$ cat src/rtl/i2c_pkg.sv
// Shared I2C definitions for the target and master blocks.
package i2c_pkg;

  typedef enum logic [2:0] {
    IDLE,
    ADDR,
    ADDR_ACK,
    WR_DATA,
    WR_ACK,
    RD_DATA,
    RD_ACK
  } i2c_tgt_state_e;

  typedef enum logic [2:0] {
    M_IDLE,
    M_START,
    M_ADDR,
    M_DATA,
    M_ACK,
    M_STOP
  } i2c_mst_state_e;

  localparam logic ACK  = 1'b0;
  localparam logic NACK = 1'b1;

  localparam logic [3:0] BIT_LAST = 4'd7;
  localparam logic [3:0] BIT_ACK  = 4'd8;

  // Open-drain: pulling the line is the only way to put a 0 on it.
  function automatic logic sda_pull(input logic level);
    return ~level;
  endfunction

endpackage

$ cat src/rtl/i2c_bus_sync.sv
// SCL/SDA synchronizers, SCL edge strobes and START/STOP detection.
module i2c_bus_sync #(
  parameter int FILTER = 2
) (
  input  logic clk,
  input  logic reset,
  input  logic scl_i,
  input  logic sda_i,
  output logic scl_o,
  output logic sda_o,
  output logic scl_rise_o,
  output logic scl_fall_o,
  output logic start_o,
  output logic stop_o
);

  logic [FILTER-1:0] scl_sync_q;
  logic [FILTER-1:0] sda_sync_q;
  logic              scl_prev_q;
  logic              sda_prev_q;

  always_ff @(posedge clk) begin
    if (reset) begin
      scl_sync_q <= '1;
      sda_sync_q <= '1;
      scl_prev_q <= 1'b1;
      sda_prev_q <= 1'b1;
    end else begin
      scl_sync_q <= {scl_sync_q[FILTER-2:0], scl_i};
      sda_sync_q <= {sda_sync_q[FILTER-2:0], sda_i};
      scl_prev_q <= scl_o;
      sda_prev_q <= sda_o;
    end
  end

  assign scl_o      = scl_sync_q[FILTER-1];
  assign sda_o      = sda_sync_q[FILTER-1];
  assign scl_rise_o = scl_o & ~scl_prev_q;
  assign scl_fall_o = ~scl_o & scl_prev_q;
  // SDA may only move while SCL is high for START/STOP.
  assign start_o    = scl_o & scl_prev_q & sda_prev_q & ~sda_o;
  assign stop_o     = scl_o & scl_prev_q & ~sda_prev_q & sda_o;

endmodule

$ cat src/rtl/i2c_target.sv
// I2C target: 7-bit addressed byte write/read with open-drain SDA.
module i2c_target
  import i2c_pkg::*;
#(
  parameter logic [6:0] OWN_ADDR = 7'h2A,
  parameter int         FILTER   = 2
) (
  input  logic       clk,
  input  logic       reset,
  input  logic       scl_i,
  input  logic       sda_i,
  output logic       sda_oe,
  output logic [7:0] rx_data,
  output logic       rx_valid,
  input  logic [7:0] tx_data,
  output logic       tx_req,
  output logic       busy,
  output logic       rw
);

  logic scl, sda, scl_rise, scl_fall, start, stop;

  i2c_bus_sync #(
    .FILTER(FILTER)
  ) u_sync (
    .clk       (clk),
    .reset     (reset),
    .scl_i     (scl_i),
    .sda_i     (sda_i),
    .scl_o     (scl),
    .sda_o     (sda),
    .scl_rise_o(scl_rise),
    .scl_fall_o(scl_fall),
    .start_o   (start),
    .stop_o    (stop)
  );

  i2c_tgt_state_e state_q;
  logic [3:0]     cnt_q;
  logic [7:0]     shift_q;
  logic [7:0]     byte_in;
  logic           sda_oe_q;
  logic [7:0]     rx_data_q;
  logic           rx_valid_q;
  logic           tx_req_q;
  logic           busy_q;
  logic           rw_q;

  assign byte_in = {shift_q[6:0], sda};

  always_ff @(posedge clk) begin
    if (reset) begin
      state_q    <= IDLE;
      cnt_q      <= '0;
      shift_q    <= '0;
      sda_oe_q   <= 1'b0;
      rx_data_q  <= '0;
      rx_valid_q <= 1'b0;
      tx_req_q   <= 1'b0;
      busy_q     <= 1'b0;
      rw_q       <= 1'b0;
    end else begin
      rx_valid_q <= 1'b0;
      tx_req_q   <= 1'b0;
      if (start) begin
        state_q  <= ADDR;
        cnt_q    <= '0;
        sda_oe_q <= 1'b0;
      end else if (stop) begin
        state_q  <= IDLE;
        cnt_q    <= '0;
        sda_oe_q <= 1'b0;
        busy_q   <= 1'b0;
      end else begin
        unique case (state_q)
          IDLE: ;
          ADDR: begin
            if (scl_rise && cnt_q < BIT_ACK) begin
              shift_q <= byte_in;
              cnt_q   <= cnt_q + 4'd1;
              if (cnt_q == BIT_LAST) begin
                if (byte_in[7:1] == OWN_ADDR) begin
                  rw_q   <= byte_in[0];
                  busy_q <= 1'b1;
                end else begin
                  state_q <= IDLE;
                  busy_q  <= 1'b0;
                end
              end
            end else if (scl_fall && cnt_q == BIT_ACK) begin
              sda_oe_q <= sda_pull(ACK);
              cnt_q    <= '0;
              state_q  <= ADDR_ACK;
            end
          end
          ADDR_ACK: begin
            if (scl_fall) begin
              sda_oe_q <= 1'b0;
              cnt_q    <= '0;
              if (rw_q) begin
                tx_req_q <= 1'b1;
                state_q  <= RD_DATA;
              end else begin
                state_q <= WR_DATA;
              end
            end
          end
          WR_DATA: begin
            if (scl_rise && cnt_q < BIT_ACK) begin
              shift_q <= byte_in;
              cnt_q   <= cnt_q + 4'd1;
              if (cnt_q == BIT_LAST) begin
                rx_data_q  <= byte_in;
                rx_valid_q <= 1'b1;
              end
            end else if (scl_fall && cnt_q == BIT_ACK) begin
              sda_oe_q <= sda_pull(ACK);
              cnt_q    <= '0;
              state_q  <= WR_ACK;
            end
          end
          WR_ACK: begin
            if (scl_fall) begin
              sda_oe_q <= 1'b0;
              state_q  <= WR_DATA;
            end
          end
          RD_DATA: begin
            // Capture in the tx_req cycle; drive MSB now only if SCL is low.
            if (tx_req_q) begin
              shift_q <= tx_data;
              if (!scl) sda_oe_q <= sda_pull(tx_data[7]);
            end else if (scl_rise) begin
              cnt_q <= cnt_q + 4'd1;
            end else if (scl_fall) begin
              if (cnt_q == BIT_ACK) begin
                sda_oe_q <= 1'b0;
                cnt_q    <= '0;
                state_q  <= RD_ACK;
              end else if (cnt_q == 4'd0) begin
                sda_oe_q <= sda_pull(shift_q[7]);
              end else begin
                shift_q  <= {shift_q[6:0], 1'b0};
                sda_oe_q <= sda_pull(shift_q[6]);
              end
            end
          end
          RD_ACK: begin
            if (scl_rise) begin
              if (sda == ACK) begin
                tx_req_q <= 1'b1;
                cnt_q    <= '0;
                state_q  <= RD_DATA;
              end else begin
                busy_q  <= 1'b0;
                state_q <= IDLE;
              end
            end
          end
          default: state_q <= IDLE;
        endcase
      end
    end
  end

  assign sda_oe   = sda_oe_q;
  assign rx_data  = rx_data_q;
  assign rx_valid = rx_valid_q;
  assign tx_req   = tx_req_q;
  assign busy     = busy_q;
  assign rw       = rw_q;

endmodule
$ cat config.mk
export PLATFORM = sky130hd
export DESIGN_NAME = i2c_target
export DESIGN_NICKNAME = d
export VERILOG_FILES = /design/src/rtl/i2c_pkg.sv /design/src/rtl/i2c_bus_sync.sv /design/src/rtl/i2c_target.sv
export SDC_FILE = /design/constraint.sdc
export NUM_CORES = 1
export LEC_CHECK = 0
export CAP_MARGIN = 20
export CORE_ASPECT_RATIO = 2
export CORE_MARGIN = 2
export CORE_UTILIZATION = 25
export DETAILED_ROUTE_END_ITERATION = 8
export SLEW_MARGIN = 10
export SYNTH_ARGS = -nofsm -noshare
export SYNTH_HDL_FRONTEND = slang
export SYNTH_SLANG_ARGS = --single-unit
$ cat constraint.sdc
create_clock -name clk -period 2.7 [get_ports clk]
set_clock_uncertainty 0.1 [all_clocks]
set_input_delay 0.54 -clock clk [delete_from_list [all_inputs] [get_ports clk]]
set_output_delay 0.54 -clock clk [all_outputs]
set_load 0.1 [all_outputs]
## Yosys cells after proc, flatten, opt, wreduce, memory -nomap -nowiden

Index checks and enable logic that the tools add are counted.

- Bits in latches: 0
- Logic and storage cells: 164
- Bits in registers: 34
- ROM bits: 0
- Bits in writable memories: 0
- Memories: 0

- Muxes and demuxes: 58
- Reduce and logical (&&, ||, !) cells: 20
- Order comparisons: 1
- Equal/unequal tests: 51
- Bitwise gates (word level): 19
- Add/sub/neg operators: 1
- Multiply operators: 0
- Shift operators: 0
- Divide/modulo/power cells: 0

Operators by type and width:

| kind | count |
|---|---|
| $mux 8 | 6 |
| $mux 3 | 15 |
| $ne 3x3->1 const B | 14 |
| $mux 4 | 9 |
| $ne 4x4->1 const B | 9 |
| $reduce_and 13->1 | 2 |
| $mux 1 | 22 |
| $ne 2x2->1 const B | 11 |
| $pmux 3 s7 | 1 |
| $pmux 4 s4 | 1 |
| $pmux 8 s2 | 1 |
| $reduce_and 8->1 | 2 |
| $ne 5x5->1 const B | 3 |
| $not 1->1 | 12 |
| $reduce_and 6->1 | 2 |
| $eq 3x3->1 const B | 3 |
| $and 1x1->1 | 7 |
| $eq 7x6->1 const B | 1 |
| $reduce_and 7->1 | 1 |
| $eq 3x2->1 const B | 2 |
| $ne 2x1->1 const B | 3 |
| $reduce_bool 3->1 | 2 |
| $reduce_and 5->1 | 1 |
| $reduce_or 5->1 | 1 |
| 16 further kinds | 19 |

## Longest topological paths before layout

Gate-level depths: netlist (run 1).

- Depth after elaboration: 8
- Mapped depth: 9
- Gate-level depth less buffers: 7

## By module

A second synthesis (run 1) with hierarchy kept.

- Cells, all modules: 222
- Area total of the unflattened synthesis: 1,875.5 µm²

By module, submodules not included:

| module | area an instance (µm²) | times used | cells each |
|---|---|---|---|
| i2c_target | 1,685.4 | 1 | 206 |
| i2c_bus_sync | 190.2 | 1 | 16 |

## Worst setup path after synthesis (run 1)

No wires, ideal clock.

- Kind: reg2reg
- From: reg tx_req_q (netlist: tx_req)
- To: reg sda_oe_q (netlist: sda_oe)
- Path buffers: 0
- Setup slack: 0.596 ns
- Cell stages (with the launch flop): 6
- Data required time: 2.534 ns
- Arrival time: 1.938 ns
- Cell sequence: dfxtp_1 > and2b_1 > a31oi_1 > o211ai_1 > a221o_1 > a21oi_2

- Word-level cells in the longest chain between the ends: 2
- Elaborated cells between the ends (all ways): 6

Ends and longest elaborated chain:

| what | line | source |
|---|---|---|
| from (decl) | i2c_target.sv:45 | `logic tx_req_q;` |
| from (signal assigned) | i2c_target.sv:59 | `tx_req_q <= 1'b0;` |
| from (signal assigned) | i2c_target.sv:64 | `tx_req_q <= 1'b0;` |
| from (signal assigned) | i2c_target.sv:101 | `tx_req_q <= 1'b1;` |
| $ne 3x3->1 (no line) or $mux 1 (tied branches) | - |  |
| $reduce_and 7->1 (no line) or $pmux 1 s3 (tied branches) | - |  |
| to (signal assigned) | i2c_target.sv:91 | `sda_oe_q <= sda_pull(ACK);` |
| to (signal assigned) | i2c_target.sv:117 | `sda_oe_q <= sda_pull(ACK);` |
| to (signal assigned) | i2c_target.sv:132 | `if (!scl) sda_oe_q <= sda_pull(tx_data[7]);` |
| to (decl) | i2c_target.sv:42 | `logic sda_oe_q;` |

Parallel ways exist; a longest one is shown, timed or not.
A chain may end at the register's enable or synchronous reset.

## Worst setup path after layout (run 1)

- From: reg u_sync.scl_sync_q[1]
- To: reg rx_data_q[4] (netlist: rx_data[4])

- Word-level cells in the longest chain between the ends: 5
- Elaborated cells between the ends (all ways): 10

Ends and longest elaborated chain:

| what | line | source |
|---|---|---|
| from (decl) | i2c_bus_sync.sv:17 | `logic [FILTER-1:0] scl_sync_q;` |
| from (signal assigned) | i2c_bus_sync.sv:29 | `scl_sync_q <= {scl_sync_q[FILTER-2:0], scl_i};` |
| $and 1x1->1 | i2c_bus_sync.sv:41, i2c_bus_sync.sv:42 |  |
| $and 1x1->1, on equally long branches (2 in series) | i2c_bus_sync.sv:42, i2c_bus_sync.sv:41 |  |
| $not 1->1 (no line) | - |  |
| $reduce_and 5->1 (no line) * | - |  |
| to (signal assigned) | i2c_target.sv:113 | `rx_data_q <= byte_in;` |
| to (decl) | i2c_target.sv:43 | `logic [7:0] rx_data_q;` |

Every way passes the cells marked *; elsewhere a longest branch is shown, timed or not.

==> impl_metrics.env, run 1 <==
export IMPL_ys_types=59
export IMPL_whs_ps=309.3
export IMPL_ys_warn_count=0
export IMPL_synthArstFlopShare_pct=0
export IMPL_stdcell_area_um2=2455
export IMPL_switchingPower_mw=0.2515
export IMPL_dieArea_um2=9087
export IMPL_endpoint_kind="register"
export IMPL_gp_congestion=0.8911
export IMPL_first_pass_iters=4
export IMPL_dp_cells=340
export IMPL_rsz0062_at_grt="false"
export IMPL_synth_top_area_share_pct=32.81
export IMPL_num_rows=47
export IMPL_grt_max_degree=28
export IMPL_ctsResizeCount=0
export IMPL_synth_most_common_cell="dfxtp_1"
export IMPL_critical_path_max_fanout=11
export IMPL_max_cap_viol_count=0
export IMPL_internal_power_mw=0.9017
export IMPL_avgSynthCellArea_um2=9.059
export IMPL_drive_gt1_share_pct=18.00
export IMPL_fin_crit_ps=2222
export IMPL_relSlewSlack_pct=55.54
export IMPL_ys_seq_area_share_pct=32.81
export IMPL_antenna_cells_inserted=0
export IMPL_ctsHoldBuffers=0
export IMPL_dp_slack_ps=489.3
export IMPL_clock_sinks=34
export IMPL_reg2reg_depth=6
export IMPL_p_comb_share_pct=5.7
export IMPL_required_ps=2770
export IMPL_fmax_mhz=450.1
export IMPL_drt_vias_per_instance=5.098
export IMPL_maxSlewViolCount=0
export IMPL_power_frac_clock_pct=50.1
export IMPL_avgRoutedWirePerCell_um=14.75
export IMPL_netlist_area_um2=2074
export IMPL_seq_power_share_pct=44.2
export IMPL_syn_inst=229
export IMPL_synth_top_flop_cell="dfxtp_1"
export IMPL_grt_pass1_wl_um=8549
export IMPL_pin_count=25
export IMPL_detail_route_antenna_nets=0
export IMPL_outcome="finished clean"
export IMPL_die_height_um=132.8
export IMPL_wirelength_um=5134
export IMPL_p_leak_nw=0.9201
export IMPL_arrival_ps=2290
export IMPL_grt_usage_pct=12.64
export IMPL_core_um2=8174
export IMPL_antenna_found_initial=0
export IMPL_clk_pin_slew_ps=50
export IMPL_tns_ps=0
export IMPL_synth_edf_count=0
export IMPL_start_util_pct=25.38
export IMPL_power_per_cell_area_nw_per_um2=469.8
export IMPL_dp_hpwl_um=3904
export IMPL_setup_ws_ps=478.5
export IMPL_hold_class="reg2reg"
export IMPL_setup_viol=0
export IMPL_startpoint_type="register"
export IMPL_fin_cells=348
export IMPL_ys_ff_latch=34
export IMPL_grt_pass1_vias=1747
export IMPL_met1Wirelength_um=1891
export IMPL_postCtsSetupBuffers=0
export IMPL_fin_crit_sh_pct=82.28
export IMPL_dpl_cell_area_um2=2303
export IMPL_portBuffers=24
export IMPL_area_growth_syn_to_layout_pct=18.34
export IMPL_cts_root_buffer="clkbuf_16"
export IMPL_routed_wl_met2_um=2769
export IMPL_wl_met3_um=174
export IMPL_worst_r2r_setup_slack_ps=480
export IMPL_insertion_delay_ps=280
export IMPL_hold_violations=0
export IMPL_netlist_top_cells_count="dfxtp_1 (34), mux2i_1 (18), nor2_1 (17)"
export IMPL_critPathMaxStageDelay_ps=500
export IMPL_cts_path_max_buffers=2
export IMPL_highest_layer="met4"
export IMPL_hold_depth=1
export IMPL_path_cells="ha_1 > nand4b_1 > a21oi_1 > and3_1 > mux2i_1 > nor2_1"
export IMPL_drt_iter0_markers=35
export IMPL_synthTopCellsByArea="dfxtp_1 (33%), mux2i_1 (8.7%), a21oi_1 (3.9%)"
export IMPL_nNetsFinal=266
export IMPL_crit_slowest_cell="and3_1"
export IMPL_htreeDepth=2
export IMPL_chipWidth_um=68.41
export IMPL_grt_overflow_total=0
export IMPL_vias=1774
export IMPL_synth_top_area_cell="dfxtp_1"
export IMPL_syn_nets=246
export IMPL_cts_buffers=5
export IMPL_path_class="reg2reg"
export IMPL_drc=0
export IMPL_ir_drop_mv=0.3068
export IMPL_swShare_pct=21.81
export IMPL_cts_tree="done"
export IMPL_worstMarginPinSlew_ps=666.8
-- layer usage --
metal | up-vias | track usage (%)
li1 | 882 | -
met1 | 816 | 12.39
met2 | 54 | 22.06
met3 | 22 | 1.701
met4 | 0 | 10.11
met5 | - | 0
-- power by group through the flow --
stage	logic, mW	clock network (mW)	registers (mW)
4_1_cts	0.0664	0.598	0.509
2_1_floorplan	0.0415	0	0.521
3_3_place_gp	0.0664	0	0.520
6_report	0.0658	0.578	0.509
3_5_place_dp	0.0662	0	0.520
5_1_grt	0.0725	0.622	0.510
-- state kept, by name, summed over array words and instances, names as in the netlist --
| name | count |
|---|---|
| rx_data | 8 |
| shift_q | 8 |
| cnt_q | 4 |
| state_q | 3 |
| u_sync.scl_sync_q | 2 |
| u_sync.sda_sync_q | 2 |
| busy | 1 |
| rw | 1 |
| rx_valid | 1 |
| sda_oe | 1 |
| tx_req | 1 |
| u_sync.scl_prev_q | 1 |
| u_sync.sda_prev_q | 1 |
-- worst paths after layout --
check,startpoint,endpoint
setup / recovery,u_sync.scl_sync_q[1]$_SDFF_PP1_,rx_data[4]$_SDFFE_PP0P_
hold / removal,u_sync.scl_sync_q[0]$_SDFF_PP1_,u_sync.scl_sync_q[1]$_SDFF_PP1_
setup reg to reg,u_sync.scl_sync_q[1]$_SDFF_PP1_,rx_data[4]$_SDFFE_PP0P_
hold reg to reg,u_sync.scl_sync_q[0]$_SDFF_PP1_,u_sync.scl_sync_q[1]$_SDFF_PP1_
-- kinds of logic (layout without fill, tap and decap cells) --
| family | Yosys count | in the layout | synth area share [%] |
|---|---|---|---|
| adders and majority gates | 5 | 5 | 3.016 |
| xor gates and xnor gates | 2 | 2 | 0.8445 |
| muxes | 18 | 18 | 8.685 |
| and+or+nand+nor | 83 | 83 | 24.25 |
| DFF | 34 | 34 | 32.81 |
| buffers and inverters | 25 | 46 | 8.504 |
| AOI/OAI and AO/OA | 62 | 62 | 21.90 |
-- cells in the final DEF, fill, tap and decap left out, drive strengths merged, types with 2 or more instances in the layout --
master	instances
a211oi	2
a21oi	18
a22oi	2
a311oi	8
a32o	2
and2b	4
and3	3
and3b	2
buf	19
clkbuf	6
clkdlybuf4s50	11
dfxtp	34
ha	5
inv	8
mux2i	18
nand2	12
nand2b	10
nand3	5
nand4b	4
nand4bb	2
nor2	17
nor2b	7
nor3b	2
o21ai	8
o21bai	2
o22ai	2
o2bb2ai	2
o31ai	4
or2	7
or3b	2
xor2	2
-- through the flow --
step,total power [mW],util (%)
3_5_place_dp,0.5861,28.18
3_3_place_gp,0.5862,28.18
6_report,1.153,30.03
4_1_cts,1.174,30.03
5_1_grt,1.204,30.03
2_1_floorplan,0.5622,-
-- worst max-delay path, delay by kind of cell, from the launching register on --
kind	cells	cell delay (ps)
AND/OR/NAND/NOR	3	810
flip-flops	1	390
adder cells (fa/ha/maj)	1	390
multiplexers	1	250
AO/OA/AOI/OAI	1	170
-- area by class of cell --
class / count / area (um^2)
fill: 844 / 5719
multi-input combinational: 170 / 1217
sequential: 34 / 680.7
timing repair buffer: 30 / 252.7
clock buffer: 6 / 138.9
tap: 98 / 122.6
inverter: 8 / 30.03
clock inverter: 2 / 12.51
No activity file was read; power rests on OpenSTA's default activity.
==> run 2, diff against run 1 <==
==> constraint.sdc (replaced) <==
create_clock -name clk -period 1.95 [get_ports clk]
set_clock_uncertainty 0.1 [all_clocks]
set_input_delay 0.39 -clock clk [delete_from_list [all_inputs] [get_ports clk]]
set_output_delay 0.39 -clock clk [all_outputs]
set_load 0.1 [all_outputs]
==> run 2 against run 1 <==
Effect of this change: sequential cell count unchanged; hold slack worse by 3.9 ps; sequential power up 39%; die area unchanged; non-clock buffer count up 23; critical endpoint is now cnt_q[2]$_SDFFE_PP0P_; highest routed layer unchanged.
==> impl_metrics.env, run 2 (synthesis gave the netlist of run 1 again) <==
export IMPL_outcome="finished clean"
export IMPL_min_from="u_sync.scl_sync_q[0]$_SDFF_PP1_"
export IMPL_die_height_um=132.8
export IMPL_switchingPower_mw=0.3628
export IMPL_p_leak_nw=1.090
export IMPL_seq_power_share_pct=43.5
export IMPL_required_ps=2020
export IMPL_drive_gt1_share_pct=30.04
export IMPL_internal_power_mw=1.260
export IMPL_ctsHoldBuffers=0
export IMPL_avgRoutedWirePerCell_um=16.32
export IMPL_setup_viol=0
export IMPL_hold_violations=0
export IMPL_r2r_start="u_sync.scl_sync_q[1]$_SDFF_PP1_"
export IMPL_drc=0
export IMPL_cts_path_max_buffers=2
export IMPL_grt_overflow_total=0
export IMPL_arrival_ps=1960
export IMPL_path_class="reg2reg"
export IMPL_startpoint_type="register"
export IMPL_drt_vias_per_instance=5.102
export IMPL_area_growth_syn_to_layout_pct=38.66
export IMPL_rsz0062_at_grt="true"
export IMPL_htreeDepth=2
export IMPL_dp_hpwl_um=4695
export IMPL_p_comb_share_pct=6.6
export IMPL_cts_tree="done"
export IMPL_cts_buffers=5
export IMPL_grt_usage_pct=14.68
export IMPL_swShare_pct=22.36
export IMPL_core_um2=8174
export IMPL_ir_drop_mv=0.5362
export IMPL_start_util_pct=25.38
export IMPL_clock_sinks=34
export IMPL_power_mw=1.623
export IMPL_maxSlewViolCount=0
export IMPL_portBuffers=24
export IMPL_max_cap_viol_count=0
export IMPL_grt_pass1_wl_um=9956
export IMPL_detail_route_antenna_nets=0
export IMPL_relSlewSlack_pct=70.14
export IMPL_fmax_mhz=529.1
export IMPL_chipWidth_um=68.41
export IMPL_pin_count=25
export IMPL_clk_pin_slew_ps=60
export IMPL_fin_crit_ps=1890
export IMPL_num_rows=47
export IMPL_nNetsFinal=289
export IMPL_final_cell_mix="dfxtp_1 (31), buf_4 (25), mux2i_1 (18)"
export IMPL_hold_class="reg2reg"
export IMPL_drt_iter0_markers=39
export IMPL_antenna_found_initial=0
export IMPL_multi_input_area_um2=1267
export IMPL_cts_root_buffer="clkbuf_16"
export IMPL_antenna_cells_inserted=0
export IMPL_layout_commonest_cell="dfxtp_1"
export IMPL_power_frac_clock_pct=49.9
export IMPL_grt_pass1_vias=2029
export IMPL_dieArea_um2=9087
export IMPL_whs_ps=305.4
export IMPL_endpoint_kind="register"
export IMPL_regArea_um2=684.4
export IMPL_fin_crit_sh_pct=96.93
export IMPL_critical_path_startpoint="u_sync.scl_sync_q[1]$_SDFF_PP1_"
export IMPL_gp_congestion=0.9461
export IMPL_power_per_cell_area_nw_per_um2=564.1
export IMPL_critical_path_max_fanout=8
export IMPL_grt_max_degree=28
export IMPL_first_pass_iters=4
export IMPL_worstMarginPinSlew_ps=447.9
export IMPL_vias=1893
export IMPL_wirelength_um=6055
export IMPL_fillers=817
export IMPL_insertion_delay_ps=280
## run 2: path summary, 6_finish.rpt
kind,to,depth (start not counted),slack [ps]
setup / recovery,cnt_q[2]$_SDFFE_PP0P_,7,60
hold / removal,u_sync.scl_sync_q[1]$_SDFF_PP1_,1,310
setup reg to reg,cnt_q[2]$_SDFFE_PP0P_,7,60
hold reg to reg,u_sync.scl_sync_q[1]$_SDFF_PP1_,1,310
## run 2: stage by stage
step                      utilization (%)  area, um^2  worst slack, ps  cells  setup TNS, ps
final                               35.19        2877            59.90    371              0
after global routing                35.19        2877           -13.55    371         -41.70
after CTS                           34.56        2825           -8.985    371         -17.14
after detailed placement            32.60        2665           -46.67    363         -105.4
after global placement              32.60        2665           -36.51    363         -36.51
after floorplan                         -        2076            184.1    229              0
## run 2: critical path, stage by stage (launching register included)
cell       delay (ps)
dfxtp_2           360
inv_1              50
ha_2              250
o21ai_0           170
a221oi_1          140
a211oi_4          390
o21ai_0           160
o2bb2ai_1         150
## run 2: repair_timing
action,in CTS,in global routing
setup buffers,0,0
pin swaps,0,7
resized for setup,3,15
endpoints found under the setup margin,3,25
## run 2: cell type report
type,count,share of cell area [%]
Clock buffer,6,4.828
Multi-Input combinational cell,170,44.06
Clock inverter,2,0.4350
Timing Repair Buffer,53,21.57
Tap cell,98,4.263
Inverter,8,1.044
Sequential cell,34,23.79
## run 2: power by group through the flow
stage	registers (mW)	clock network [mW]	logic, mW
2_1_floorplan	0.721	0	0.0574
5_1_grt	0.706	0.864	0.115
3_3_place_gp	0.720	0	0.104
4_1_cts	0.705	0.839	0.105
6_report	0.706	0.809	0.108
3_5_place_dp	0.721	0	0.105
## run 2: layer usage
layer  track usage, %  routed length, um
met5                0                  0
met4            9.667                338
met3            2.126                142
met2            26.71               3433
met1            14.20               2140
